<file path="src/rtl/aes_key_loader.sv">
// Parses MM2S control packets into a 256-bit AES key and commits it while the AES datapath is idle.
// Optional AES_KEY_BSWAP_EN byte-reverses each key word before it reaches the shadow register.
module aes_key_loader #(
    parameter int C_M_AXIS_MM2S_CNTRL_TDATA_WIDTH = 32,
    parameter int C_KEY_WORDS                     = 8,
    parameter int C_ERR_CNT_WIDTH                 = 8
) (
    input  logic                          m_axi_mm2s_aclk,
    input  logic                          mm2s_cntrl_reset_out_n,
    input  logic [31:0]                   m_axis_mm2s_cntrl_tdata,
    input  logic [3:0]                    m_axis_mm2s_cntrl_tkeep,
    input  logic                          m_axis_mm2s_cntrl_tvalid,
    input  logic                          m_axis_mm2s_cntrl_tlast,
    output logic                          m_axis_mm2s_cntrl_tready,
    input  logic                          aes_idle,
    output logic [C_KEY_WORDS*32-1:0]     aes_key,
    output logic                          aes_key_valid,
    output logic                          aes_key_update,
    output logic [C_ERR_CNT_WIDTH-1:0]    aes_key_err_cnt,
    output logic                          aes_key_busy
);

    localparam int KEY_W = C_KEY_WORDS * 32;
    localparam int CNT_W = (C_KEY_WORDS > 1) ? $clog2(C_KEY_WORDS) : 1;

    typedef enum logic [1:0] {S_HDR, S_KEY, S_DRAIN, S_COMMIT} state_t;

    state_t             state, next;
    logic [CNT_W-1:0]   cnt;
    logic [KEY_W-1:0]   shadow;
    logic               pend_load;
    logic               accept, hdr_ok, last_word;
    logic               err_inc, cnt_clr, store, pend_set, pend_load_d, commit;
    logic [31:0]        key_word;

    function automatic logic [31:0] bswap32(input logic [31:0] w);
        return {w[7:0], w[15:8], w[23:16], w[31:24]};
    endfunction

`ifdef AES_KEY_BSWAP_EN
    assign key_word = bswap32(m_axis_mm2s_cntrl_tdata);
`else
    assign key_word = m_axis_mm2s_cntrl_tdata;
`endif

    // tready is forced low while reset is held so nothing is accepted during reset
    assign m_axis_mm2s_cntrl_tready = mm2s_cntrl_reset_out_n & (state != S_COMMIT);
    assign aes_key_busy = (state != S_HDR);
    assign accept       = m_axis_mm2s_cntrl_tvalid & m_axis_mm2s_cntrl_tready;
    assign hdr_ok       = (m_axis_mm2s_cntrl_tdata[31:28] == 4'hA) && (m_axis_mm2s_cntrl_tkeep == 4'hF);
    assign last_word    = (int'(cnt) == C_KEY_WORDS - 1);

    always_ff @(posedge m_axi_mm2s_aclk or negedge mm2s_cntrl_reset_out_n) begin
        if (!mm2s_cntrl_reset_out_n) state <= S_HDR;
        else                         state <= next;
    end

    always_comb begin
        next        = state;
        err_inc     = 1'b0;
        cnt_clr     = 1'b0;
        store       = 1'b0;
        pend_set    = 1'b0;
        pend_load_d = pend_load;
        commit      = 1'b0;
        case (state)
            S_HDR: if (accept) begin
                if (hdr_ok && m_axis_mm2s_cntrl_tdata[7:0] == 8'h01 && !m_axis_mm2s_cntrl_tlast) begin
                    next    = S_KEY;
                    cnt_clr = 1'b1;
                end else if (hdr_ok && m_axis_mm2s_cntrl_tdata[7:0] == 8'h02 && m_axis_mm2s_cntrl_tlast) begin
                    next        = S_COMMIT;
                    pend_set    = 1'b1;
                    pend_load_d = 1'b0;
                end else begin
                    err_inc = 1'b1;
                    next    = m_axis_mm2s_cntrl_tlast ? S_HDR : S_DRAIN;
                end
            end
            S_KEY: if (accept) begin
                store = 1'b1;
                if (m_axis_mm2s_cntrl_tkeep != 4'hF || (m_axis_mm2s_cntrl_tlast && !last_word)) begin
                    err_inc = 1'b1;
                    next    = m_axis_mm2s_cntrl_tlast ? S_HDR : S_DRAIN;
                end else if (last_word) begin
                    if (m_axis_mm2s_cntrl_tlast) begin
                        next        = S_COMMIT;
                        pend_set    = 1'b1;
                        pend_load_d = 1'b1;
                    end else begin
                        err_inc = 1'b1;
                        next    = S_DRAIN;
                    end
                end
            end
            S_DRAIN: if (accept && m_axis_mm2s_cntrl_tlast) next = S_HDR;
            S_COMMIT: if (aes_idle) begin
                commit = 1'b1;
                next   = S_HDR;
            end
            default: next = S_HDR;
        endcase
    end

    always_ff @(posedge m_axi_mm2s_aclk or negedge mm2s_cntrl_reset_out_n) begin
        if (!mm2s_cntrl_reset_out_n) begin
            cnt             <= '0;
            shadow          <= '0;
            pend_load       <= 1'b0;
            aes_key         <= '0;
            aes_key_valid   <= 1'b0;
            aes_key_update  <= 1'b0;
            aes_key_err_cnt <= '0;
        end else begin
            aes_key_update <= commit;
            if (cnt_clr)
                cnt <= '0;
            else if (store)
                cnt <= cnt + 1'b1;
            // first key word of the packet lands in the most significant slot
            if (store)
                shadow[(C_KEY_WORDS - 1 - int'(cnt)) * 32 +: 32] <= key_word;
            if (pend_set)
                pend_load <= pend_load_d;
            if (commit) begin
                aes_key       <= pend_load ? shadow : '0;
                aes_key_valid <= pend_load;
            end
            if (err_inc && aes_key_err_cnt != '1)
                aes_key_err_cnt <= aes_key_err_cnt + 1'b1;
        end
    end

endmodule

</file>
<file path="config.mk">
export PLATFORM = sky130hd
export DESIGN_NAME = aes_key_loader
export DESIGN_NICKNAME = d
export VERILOG_FILES = /design/src/rtl/aes_key_loader.sv
export SDC_FILE = /design/constraint.sdc
export NUM_CORES = 1
export LEC_CHECK = 0
export BUFFER_PORTS_ARGS = -buffer_cell sky130_fd_sc_hd__clkbuf_2
export CORE_MARGIN = 2
export CORE_UTILIZATION = 30
export CTS_CLUSTER_SIZE = 28
export DETAILED_ROUTE_END_ITERATION = 7
export GPL_ROUTABILITY_DRIVEN = 1
export PLACE_DENSITY = 0.58
export REMOVE_ABC_BUFFERS = 1
export SYNTH_ARGS = -nofsm -noshare
export SYNTH_HDL_FRONTEND = slang
export SYNTH_SLANG_ARGS = --single-unit
</file>
<file path="constraint.sdc">
create_clock -name m_axi_mm2s_aclk -period 2.47 [get_ports m_axi_mm2s_aclk]
set_clock_uncertainty 0.05 [all_clocks]
set_input_delay 0.1235 -clock m_axi_mm2s_aclk [delete_from_list [all_inputs] [get_ports m_axi_mm2s_aclk]]
set_output_delay 0.1235 -clock m_axi_mm2s_aclk [all_outputs]
set_load 0.02 [all_outputs]
</file>
# Word-level counts from Yosys, hierarchy flattened
# Cells that the tools add are included.
# totals
register_bits	528
latchBits	0
ramBits	0
mem_bits_ro	0
input_bits	41
n_memories	0
# classes
addsub	4
multipliers	0
div_mod_pow	0
magnitude_cmp	0
n_eq_ne	21
shift	2
n_mux	46
bitwise	2
reduce_logical	17
# ops
cell	count
bitwise mux 256 bit	1
two-way mux 256 bit	1
variable shift 32 x 33 -> 256 bit, first input constant	1
indexed part select 32 x 33 -> 256 bit	1
negation 9 -> 33 bit	1
two-way mux 1 bit	29
!= test 2 bit, second input constant	10
two-way mux 2 bit	9
AND reduction 9 bit	1
adder 8 x 1 -> 8 bit, second input constant	1
== test 4 bit, second input constant	2
== test 8 x 1 -> 1 bit, second input constant	1
== test 8 x 2 -> 1 bit, second input constant	1
logical AND 1 bit	8
!= test 8 bit, second input constant	1
one-hot mux 2 bit (4 select lines)	1
two-way mux 3 bit	2
one-hot mux 1 bit (2 select lines)	3
nonzero test 2 bit	3
AND reduction 5 bit	1
== test 2 bit, second input constant	2
!= test 4 bit, second input constant	1
subtractor 3 x 3 -> 4 bit, first input constant	1
adder 3 x 1 -> 3 bit, second input constant	1
7 further kinds	9

# Longest topological paths before layout
# Gate-level depths: netlist of run 1.
# logic_depth
ltp_word	9
depth_mapped	10

# Least setup slack after synthesis of run 1
# Ideal clock, no wire load.
# synth_timing
path_type	register to register
start	reg cnt[0]
end	reg shadow[135]
arrival_time_ps	2196
required_time_ps	2354
path_slack_ps	158
path_stages_with_launch	9
n_path_buf	2
synth_period_minus_slack_ps	2312
path_cell_list	dfrtp_1 ha_1 inv_1 buf_2 nand3_1 nor3b_1 clkbuf_1 nand3_1 nand2_1
# synth_via
elab_chain_len	4
# synth_lines
element	line	rtl
from (decl)	29	logic [CNT_W-1:0] cnt;
from (signal assigned)	119	cnt <= cnt + 1'b1;
subtractor 3 x 3 -> 4 bit *	122	shadow[(C_KEY_WORDS - 1 - int'(cnt)) * 32 +: 32] <= key_word;
negation 9 -> 33 bit *	122	
indexed part select 32 x 33 -> 256 bit or variable shift 32 x 33 -> 256 bit (tied branches)	122	
bitwise mux 256 bit *	122	
to (signal, indexed assignment)	122	
to (decl)	30	logic [KEY_W-1:0] shadow;
# Mark *: on every way between the ends. The rest lies on a longest branch, timed or not.
# A chain may end at the register's enable or synchronous reset.

# Final worst setup path of run 1
# layout_timing
start	in m_axis_mm2s_cntrl_tdata[2]
end	reg state[1]
# layout_via
elab_chain_len	7
# layout_lines
element	line	rtl
from (decl)	10	input logic [31:0] m_axis_mm2s_cntrl_tdata,
== test 8 x 2 -> 1 bit	71	end else if (hdr_ok && m_axis_mm2s_cntrl_tdata[7:0] == 8'h02 && m_axis_mm2s_cntrl_tlast) begin
logical AND 1 bit (2 in series)	71	
two-way mux 2 bit	71	
two-way mux 2 bit *	68	if (hdr_ok && m_axis_mm2s_cntrl_tdata[7:0] == 8'h01 && !m_axis_mm2s_cntrl_tlast) begin
two-way mux 2 bit *	67	S_HDR: if (accept) begin
one-hot mux 2 bit (4 select lines) *	66	case (state)
to (signal assigned)	55	else state <= next;
to (decl)	28	state_t state, next;
# Mark *: on every way between the ends. The rest lies on a longest branch, timed or not. The select of a mux whose other input is x is not followed.

==> results of run 1 <==
## power by group through the flow
stage                     sequential, mW  combinational (mW)  clock, mW
after detailed placement            8.89               0.531          0
after global placement              8.89               0.518          0
final                               8.74               0.565       8.70
after CTS                           8.73               0.583       8.95
after floorplan                     8.93               0.101          0
after global routing                8.74               0.639       9.31
## cell families after synthesis
group                    share of synthesized area (%)
XOR/XNOR                                         0.296
multiplexers                                      2.55
AND/OR/NAND/NOR                                   19.0
AO/OA/AOI/OAI                                     11.2
flip-flops                                        63.8
adder cells (fa/ha/maj)                          0.181
buffers and inverters                             2.97
## per-stage QoR
stage                      TNS, ns  area (um^2)  utilization [%]
final                            0        26000             38.0
after global routing      -0.00779        26000             38.0
after CTS                        0        26000             37.9
after detailed placement         0        23600             34.5
after global placement           0        23600             34.5
after floorplan           -2084.24        20100                -
## how the worst max path moves through the flow
stage,cells past startpoint,endpoint,start,slack [ns]
3_5_place_dp,8,shadow[58],cnt[0],0.07
2_1_floorplan,3,state[1],state[0],-7.42
3_3_place_gp,8,shadow[62],cnt[0],0.13
5_1_grt,7,pend_load,cnt[0],-0.008
6_report,8,state[1],m_axis_mm2s_cntrl_tdata[2],0.06
4_1_cts,8,shadow[58],cnt[0],0.04
## worst register-to-register path, cell delays in order, from the launching register on
cell	delay [ns]
sky130_fd_sc_hd__dfrtp_2	0.41
sky130_fd_sc_hd__ha_1	0.24
sky130_fd_sc_hd__ha_4	0.19
sky130_fd_sc_hd__buf_6	0.13
sky130_fd_sc_hd__nand4_1	0.09
sky130_fd_sc_hd__dlygate4sd3_1	0.56
sky130_fd_sc_hd__o21ai_0	0.07
sky130_fd_sc_hd__dlygate4sd3_1	0.56
## cells in the mapped netlist (all sizes together) (4+ instances only)
cell / n / share of area [%]
and3: 5 / 0.15
buf: 12 / 0.30
clkbuf: 144 / 2.6
dfrtp: 528 / 64
mux2: 46 / 2.5
nand2: 859 / 16
nand2b: 35 / 1.1
nand3: 43 / 1.0
nand4: 5 / 0.15
nor2: 11 / 0.20
o21ai: 403 / 9.7
o31ai: 27 / 0.98
or4: 4 / 0.16
xnor2: 4 / 0.17
## state kept, by name, indices dropped and copies added (netlist names)
| signal | count |
|---|---|
| cnt | 3 |
| aes_key | 256 |
| aes_key_valid | 1 |
| aes_key_update | 1 |
| aes_key_err_cnt | 8 |
| pend_load | 1 |
| state | 2 |
| shadow | 256 |
## cell type report
cell class              instances  area (um^2)
fillers                      6829        42400
multi-input cells            1478         6990
well taps                     882         1100
repair buffers                420         2770
flip-flops and latches        528        13200
inverters                       3         11.3
clock buffers                  86         1750
diodes                          1         2.50
clock inverters                20          175
## layer usage
| metal | up-vias | global-route usage, % |
|---|---|---|
| li1 | 7723 | - |
| met1 | 7822 | 23.3 |
| met2 | 372 | 28.1 |
| met3 | 90 | 3.01 |
| met4 | 0 | 5.57 |
| met5 | - | 0 |
## layout by cell type, fill, tap and decap left out, types with 2 or more instances in the layout
master	synthesis	routed
sky130_fd_sc_hd__bufinv_16	0	2
sky130_fd_sc_hd__nand4_1	5	5
sky130_fd_sc_hd__o31ai_1	27	27
sky130_fd_sc_hd__clkbuf_16	0	61
sky130_fd_sc_hd__o21ai_0	403	403
sky130_fd_sc_hd__clkinvlp_4	0	4
sky130_fd_sc_hd__nor2_2	0	2
sky130_fd_sc_hd__clkbuf_1	143	12
sky130_fd_sc_hd__buf_12	0	21
sky130_fd_sc_hd__inv_1	3	3
sky130_fd_sc_hd__mux2_1	3	3
sky130_fd_sc_hd__nor2_1	11	8
sky130_fd_sc_hd__nand3_4	0	4
sky130_fd_sc_hd__clkinv_2	0	10
sky130_fd_sc_hd__buf_4	1	48
sky130_fd_sc_hd__clkbuf_8	0	13
sky130_fd_sc_hd__mux2_2	43	43
sky130_fd_sc_hd__xor2_1	3	3
sky130_fd_sc_hd__ha_1	3	2
sky130_fd_sc_hd__clkinv_4	0	4
sky130_fd_sc_hd__nand2_1	859	858
sky130_fd_sc_hd__a21boi_0	2	2
sky130_fd_sc_hd__or2b_1	2	2
sky130_fd_sc_hd__clkbuf_2	1	306
sky130_fd_sc_hd__dfrtp_1	528	526
sky130_fd_sc_hd__nand3_1	43	38
sky130_fd_sc_hd__nand2b_1	35	34
sky130_fd_sc_hd__buf_6	1	3
sky130_fd_sc_hd__or4_2	0	2
sky130_fd_sc_hd__xnor2_1	4	4
sky130_fd_sc_hd__a21oi_1	3	3
sky130_fd_sc_hd__and3_1	5	4
sky130_fd_sc_hd__a21o_1	2	2
sky130_fd_sc_hd__nand3b_1	2	2
sky130_fd_sc_hd__dlygate4sd3_1	0	40
## timing repair
item,4_1_cts,5_1_grt
hold endpoints to repair,378,0
resized for setup,0,9
setup endpoints to repair,0,43
setup buffers,0,1
hold buffers,40,0
==> flow_summary.ini, run 1 <==
[route]
route.met2.wl_um = 29200
antenna_violating_nets_post_route = 0
highest_layer = met4
wl_met3_um = 2870
drt_first_iter_violations = 1108
detail_route.wirelength_um = 61300
routed-via-count = 16000
wl_per_cell_um = 17.9
drc = 0
firstDrtPassIters = 5
vias_per_cell = 4.68
wirelength_met1_um = 27600

[synth]
ys.warnings.count = 0
post_synth_inst_count = 2165
synth_enable_flop_cells = 0
synthArstFlopShare_pct = 100
synth_ff_type = sky130_fd_sc_hd__dfrtp_1
synth_cell_types = 45
syn-mean-instance-area_um2 = 9.56
syn_area_um2 = 20700
ys_ff_latch = 528
synth.yosys.seq_area_share_pct = 63.8

[timing]
timing_worst_slew_pin_value_ns = 1.03
finalHoldViolCount = 0
finalCriticalPeriod_ns = 2.41
max_freq_mhz = 416
final.hold.worst_slack_ns = 0.120
timing.slew.headroom_pct = 31.5
setup_ws_ns = 0.0640
final_max_slew_viol_count = 0
setup-violations-final = 0
finalCritPeriodShare_pct = 97.4

[placement]
gp_routability_congestion = 0.807
dp_hpwl_um = 39800
worst_setup_timing_slack_at_the_placement_stage_ns = 0.0661
number_of_buffers_inserted_by_port_buffering = 308
place.detailed.instances = 3270

[clock_network]
cts_tree = yes
clock_tree.buffer_depth = 3
clock_tree.htree_level_count = 2
cts-buffers-inserted = 59
clock_net_sink_count = 528
clk-insertion-delay-late_ns = 0.60
cts_root_buffer = sky130_fd_sc_hd__clkbuf_16
clk_pin_slew_ns = 0.06

[pwr]
clkPwrFrac_pct = 48.3
worst_ir_drop_vdd_mv = 0.613
power-per-cell-area_nw_per_um2 = 692
internal_portion_of_total_power_mw = 14.0
pwr-share-comb_pct = 3.1
register_share_of_total_power_pct = 48.5
p_leak_nw = 12.2
power_mw = 18.0
swShare_pct = 22.4
net-switching-power_mw = 4.04

[setup_path]
crit-reg2reg-launch = cnt[0]
critical_path_arrival_ns = 2.89
critical_path.reg2reg.endpoint = pend_load
worst_path_max_delay_cell = sky130_fd_sc_hd__or4_4
buffering_stage_count_on_the_worst_path_with_inverters_included = 3
worst-r2r-cell-count = 7
crit_chain = dlygate4sd3_1 -> buf_2 -> or4b_4 -> or4_4 -> nand2_1 -> nand3_1 -> a31oi_1 -> dlygate4sd3_1
worst-r2r-setup-slack_ns = 0.07
crit_path_max_fanout = 4
critPathRequiredTime_ns = 2.96
timing.critical_path.to_type = flip-flop
timing.setup.critical_path_class = input pin to flip-flop
cpMostUsedCell = sky130_fd_sc_hd__dlygate4sd3_1
worst_path_largest_cell_delay_ns = 0.58
critPathLaunchType = input pin
timing.critical_path.max_delay_family = simple AND/OR/NAND/NOR gates

[global_route]
grt_max_degree = 179
grt_pass1_vias = 16100
globalRouteOverflowTotal = 0
groute.usage.overall_pct = 17.2
grt_antenna_before_repair = 1
grt_first_pass_wirelength_um = 95200

[floorplanning]
fp.dieArea_um2 = 71100
num_rows = 96
die_width_um = 267
die_height_um = 267
io_count = 309
initial_core_utilization_pct = 30.2
core_um2 = 68500

[worst_hold_path]
hold_path_end = state[0]
whs_path_depth = 6
hold_path.class = input pin to flip-flop
timing.hold.worst.start = m_axis_mm2s_cntrl_tkeep[0]

[layout]
drive_gt1_share_pct = 21.5
finish.net_count = 2534
areaGrowthSynthToFinish_pct = 25.7
fin_cells = 3418

[run_status]
run_status = finished clean

[run]
drv_cap = 0
No activity file was read; power rests on OpenSTA's default activity.
==> run 2: changes to the inputs <==
Settings changed: ABC_AREA set to 1.
==> flow_summary.ini, run 2 <==
[run_status]
run_status = finished clean

[layout]
final_cell_area_um2 = 26200
finish.net_count = 2612
drive_gt1_share_pct = 18.7
fin_cells = 3555
layout_commonest_cell = sky130_fd_sc_hd__o21ai_0
top_library_cells_by_usage_in_the_layout_fill_and_taps_aside = 600 x sky130_fd_sc_hd__o21ai_0, 526 x sky130_fd_sc_hd__dfrtp_1, 307 x sky130_fd_sc_hd__clkbuf_2
largestRegisters = aes_key: 256 flops, shadow: 256 flops, aes_key_err_cnt: 8 flops
fillers = 7152
areaGrowthSynthToFinish_pct = 23.9

[setup_path]
critical_path_arrival_ns = 2.12
crit_chain = nand2_8 -> buf_8 -> and2_1 -> clkbuf_2
worst_path_max_delay_cell = sky130_fd_sc_hd__dfrtp_1
worst-r2r-cell-count = 8
crit_path_max_fanout = 79
critPathLaunchType = flip-flop
timing.critical_path.to_type = output pin
critPathRequiredTime_ns = 2.30
worst_path_largest_cell_delay_ns = 0.50
buffering_stage_count_on_the_worst_path_with_inverters_included = 2
path_depth = 4
timing.critical_path.max_delay_family = buffers and inverters
timing.setup.critical_path_class = flip-flop to output pin

[timing]
final_max_slew_viol_count = 0
finalCriticalPeriod_ns = 2.29
timing.slew.headroom_pct = 35.3
rsz_0062_raised_after_global_routing = no
max_freq_mhz = 436
fin_setup_tns_ns = 0
timing_worst_slew_pin_value_ns = 0.970
final.hold.worst_slack_ns = 0.0101
finalCritPeriodShare_pct = 92.8
setup-violations-final = 0
finalHoldViolCount = 0

[placement]
place.detailed.instances = 3414
number_of_buffers_inserted_by_port_buffering = 308
gp_routability_congestion = 0.758
dpl-instance-area_um2 = 23900
dp_hpwl_um = 43100

[clock_network]
clock_net_sink_count = 528
clk_pin_slew_ns = 0.06
cts_root_buffer = sky130_fd_sc_hd__clkbuf_16
clock_tree.buffer_depth = 3
clk-insertion-delay-late_ns = 0.61
cts_tree = yes
cts-buffers-inserted = 59
clock_tree.htree_level_count = 2

[route]
wl_per_cell_um = 19.5
drc = 0
firstDrtPassIters = 5
antenna_violating_nets_post_route = 0
vias_per_cell = 4.85
detail_route.wirelength_um = 69400
drt_first_iter_violations = 1419
routed-via-count = 17200

[floorplanning]
initial_core_utilization_pct = 30.3
core_um2 = 69900
num_rows = 97
die_width_um = 270
fp.dieArea_um2 = 72700
die_height_um = 270
io_count = 309

[global_route]
groute.usage.overall_pct = 19.0
most_congested_layer_reported_by_global_routing = met2
globalRouteOverflowTotal = 0
grt_antenna_before_repair = 3
global_route.usage.met3_pct = 3.72
grt_max_degree = 168
grt_pass1_vias = 16900
grt_first_pass_wirelength_um = 107000
grtUsageMet2_pct = 29.2
use_met1_pct = 27.5

[pwr]
power_mw = 20.1
p_leak_nw = 13.5
worst_ir_drop_vdd_mv = 0.663
power-per-cell-area_nw_per_um2 = 767

[synth]
yosysMostFrequentCell = sky130_fd_sc_hd__o21ai_0
syn-mean-instance-area_um2 = 9.28
syn_area_um2 = 21200
post_synth_inst_count = 2281
ys_ff_latch = 528
synth_ff_type = sky130_fd_sc_hd__dfrtp_1
netlist.area_leader.share_pct = 62.4
ys.warnings.count = 0
synth.yosys.seq_area_share_pct = 62.4
synthArstFlopShare_pct = 100
synth_enable_flop_cells = 0
synth_largest_area_cell = sky130_fd_sc_hd__dfrtp_1
cell_types_occupying_the_most_area_after_synthesis = sky130_fd_sc_hd__dfrtp_1 62%, sky130_fd_sc_hd__o21ai_0 14%, sky130_fd_sc_hd__nand3_1 5.1%
synthTopCellsByCount = 600 x sky130_fd_sc_hd__o21ai_0, 528 x sky130_fd_sc_hd__dfrtp_1, 256 x sky130_fd_sc_hd__nand2_1
synth_cell_types = 28

[worst_hold_path]
whs_path_depth = 3
hold_path.class = input pin to flip-flop

[run]
drv_cap = 0
## run 2: what timing repair did
action / 4_1_cts / 5_1_grt
endpoints found under the hold margin: 205 / 0
gates cloned: 0 / 0
setup buffers: 0 / 0
endpoints found under the setup margin: 1 / 1
resized for setup: 1 / 2
hold buffers: 33 / 0
## run 2: layout make-up
type	instances	area [um^2]	area share [%]
multi-input cells	1363	6470	24.7
clock buffers	80	1690	6.43
flip-flops and latches	528	13200	50.4
clock inverters	27	287	1.09
inverters	223	845	3.22
diodes	1	2.50	0.00955
repair buffers	393	2530	9.65
well taps	940	1180	4.49
## run 2: worst reg2reg max path: stages, from the launching register on
cell and delay, ns:
sky130_fd_sc_hd__dfrtp_2 0.42, sky130_fd_sc_hd__ha_1 0.20, sky130_fd_sc_hd__ha_1 0.21, sky130_fd_sc_hd__nor2_1 0.22
sky130_fd_sc_hd__nand3_1 0.22, sky130_fd_sc_hd__nor3_4 0.28, sky130_fd_sc_hd__buf_12 0.25, sky130_fd_sc_hd__nand3_1 0.20
sky130_fd_sc_hd__o21ai_0 0.09
## run 2: metrics by stage
step | setup slack [ns] | utilization [%]
final | 0.177 | 37.5
after detailed placement | 0.271 | 34.2
after CTS | 0.0807 | 37.5
after global routing | 0.0347 | 37.5
after floorplan | -6.40 | -
after global placement | 0.291 | 34.2
## run 2: worst paths after layout
kind,start,endpoint,slack (ns)
min,m_axis_mm2s_cntrl_tdata[13],shadow[13],0.01
min in group asynchronous,mm2s_cntrl_reset_out_n,shadow[138],0.12
max in group asynchronous,mm2s_cntrl_reset_out_n,aes_key[38],0.95
max reg2reg,cnt[0],shadow[201],0.25
min reg2reg,shadow[146],shadow[146],0.42
max,state[1],m_axis_mm2s_cntrl_tready,0.18
## run 2: routing by layer
layer	share of wire, %	vias up
met5	0.014	-
met4	2.3	2
met3	6.0	91
met2	45	510
met1	47	8555
li1	-	8084
## run 2: kinds of logic after synthesis
logic type | count (synthesis) | synth area share [%]
xor+xnor | 5 | 0.207
buf+inv | 390 | 7.30
compound gates | 665 | 15.7
simple gates | 690 | 14.2
flops | 528 | 62.4
fa+ha+maj | 3 | 0.177
## run 2: where the power goes
group / leakage [nW] / switching, mW / internal (mW)
sequential: 6.53 / 0.168 / 8.91
combinational: 6.00 / 1.61 / 0.542
clock: 0.947 / 3.69 / 5.20
total: 13.5 / 5.47 / 14.7
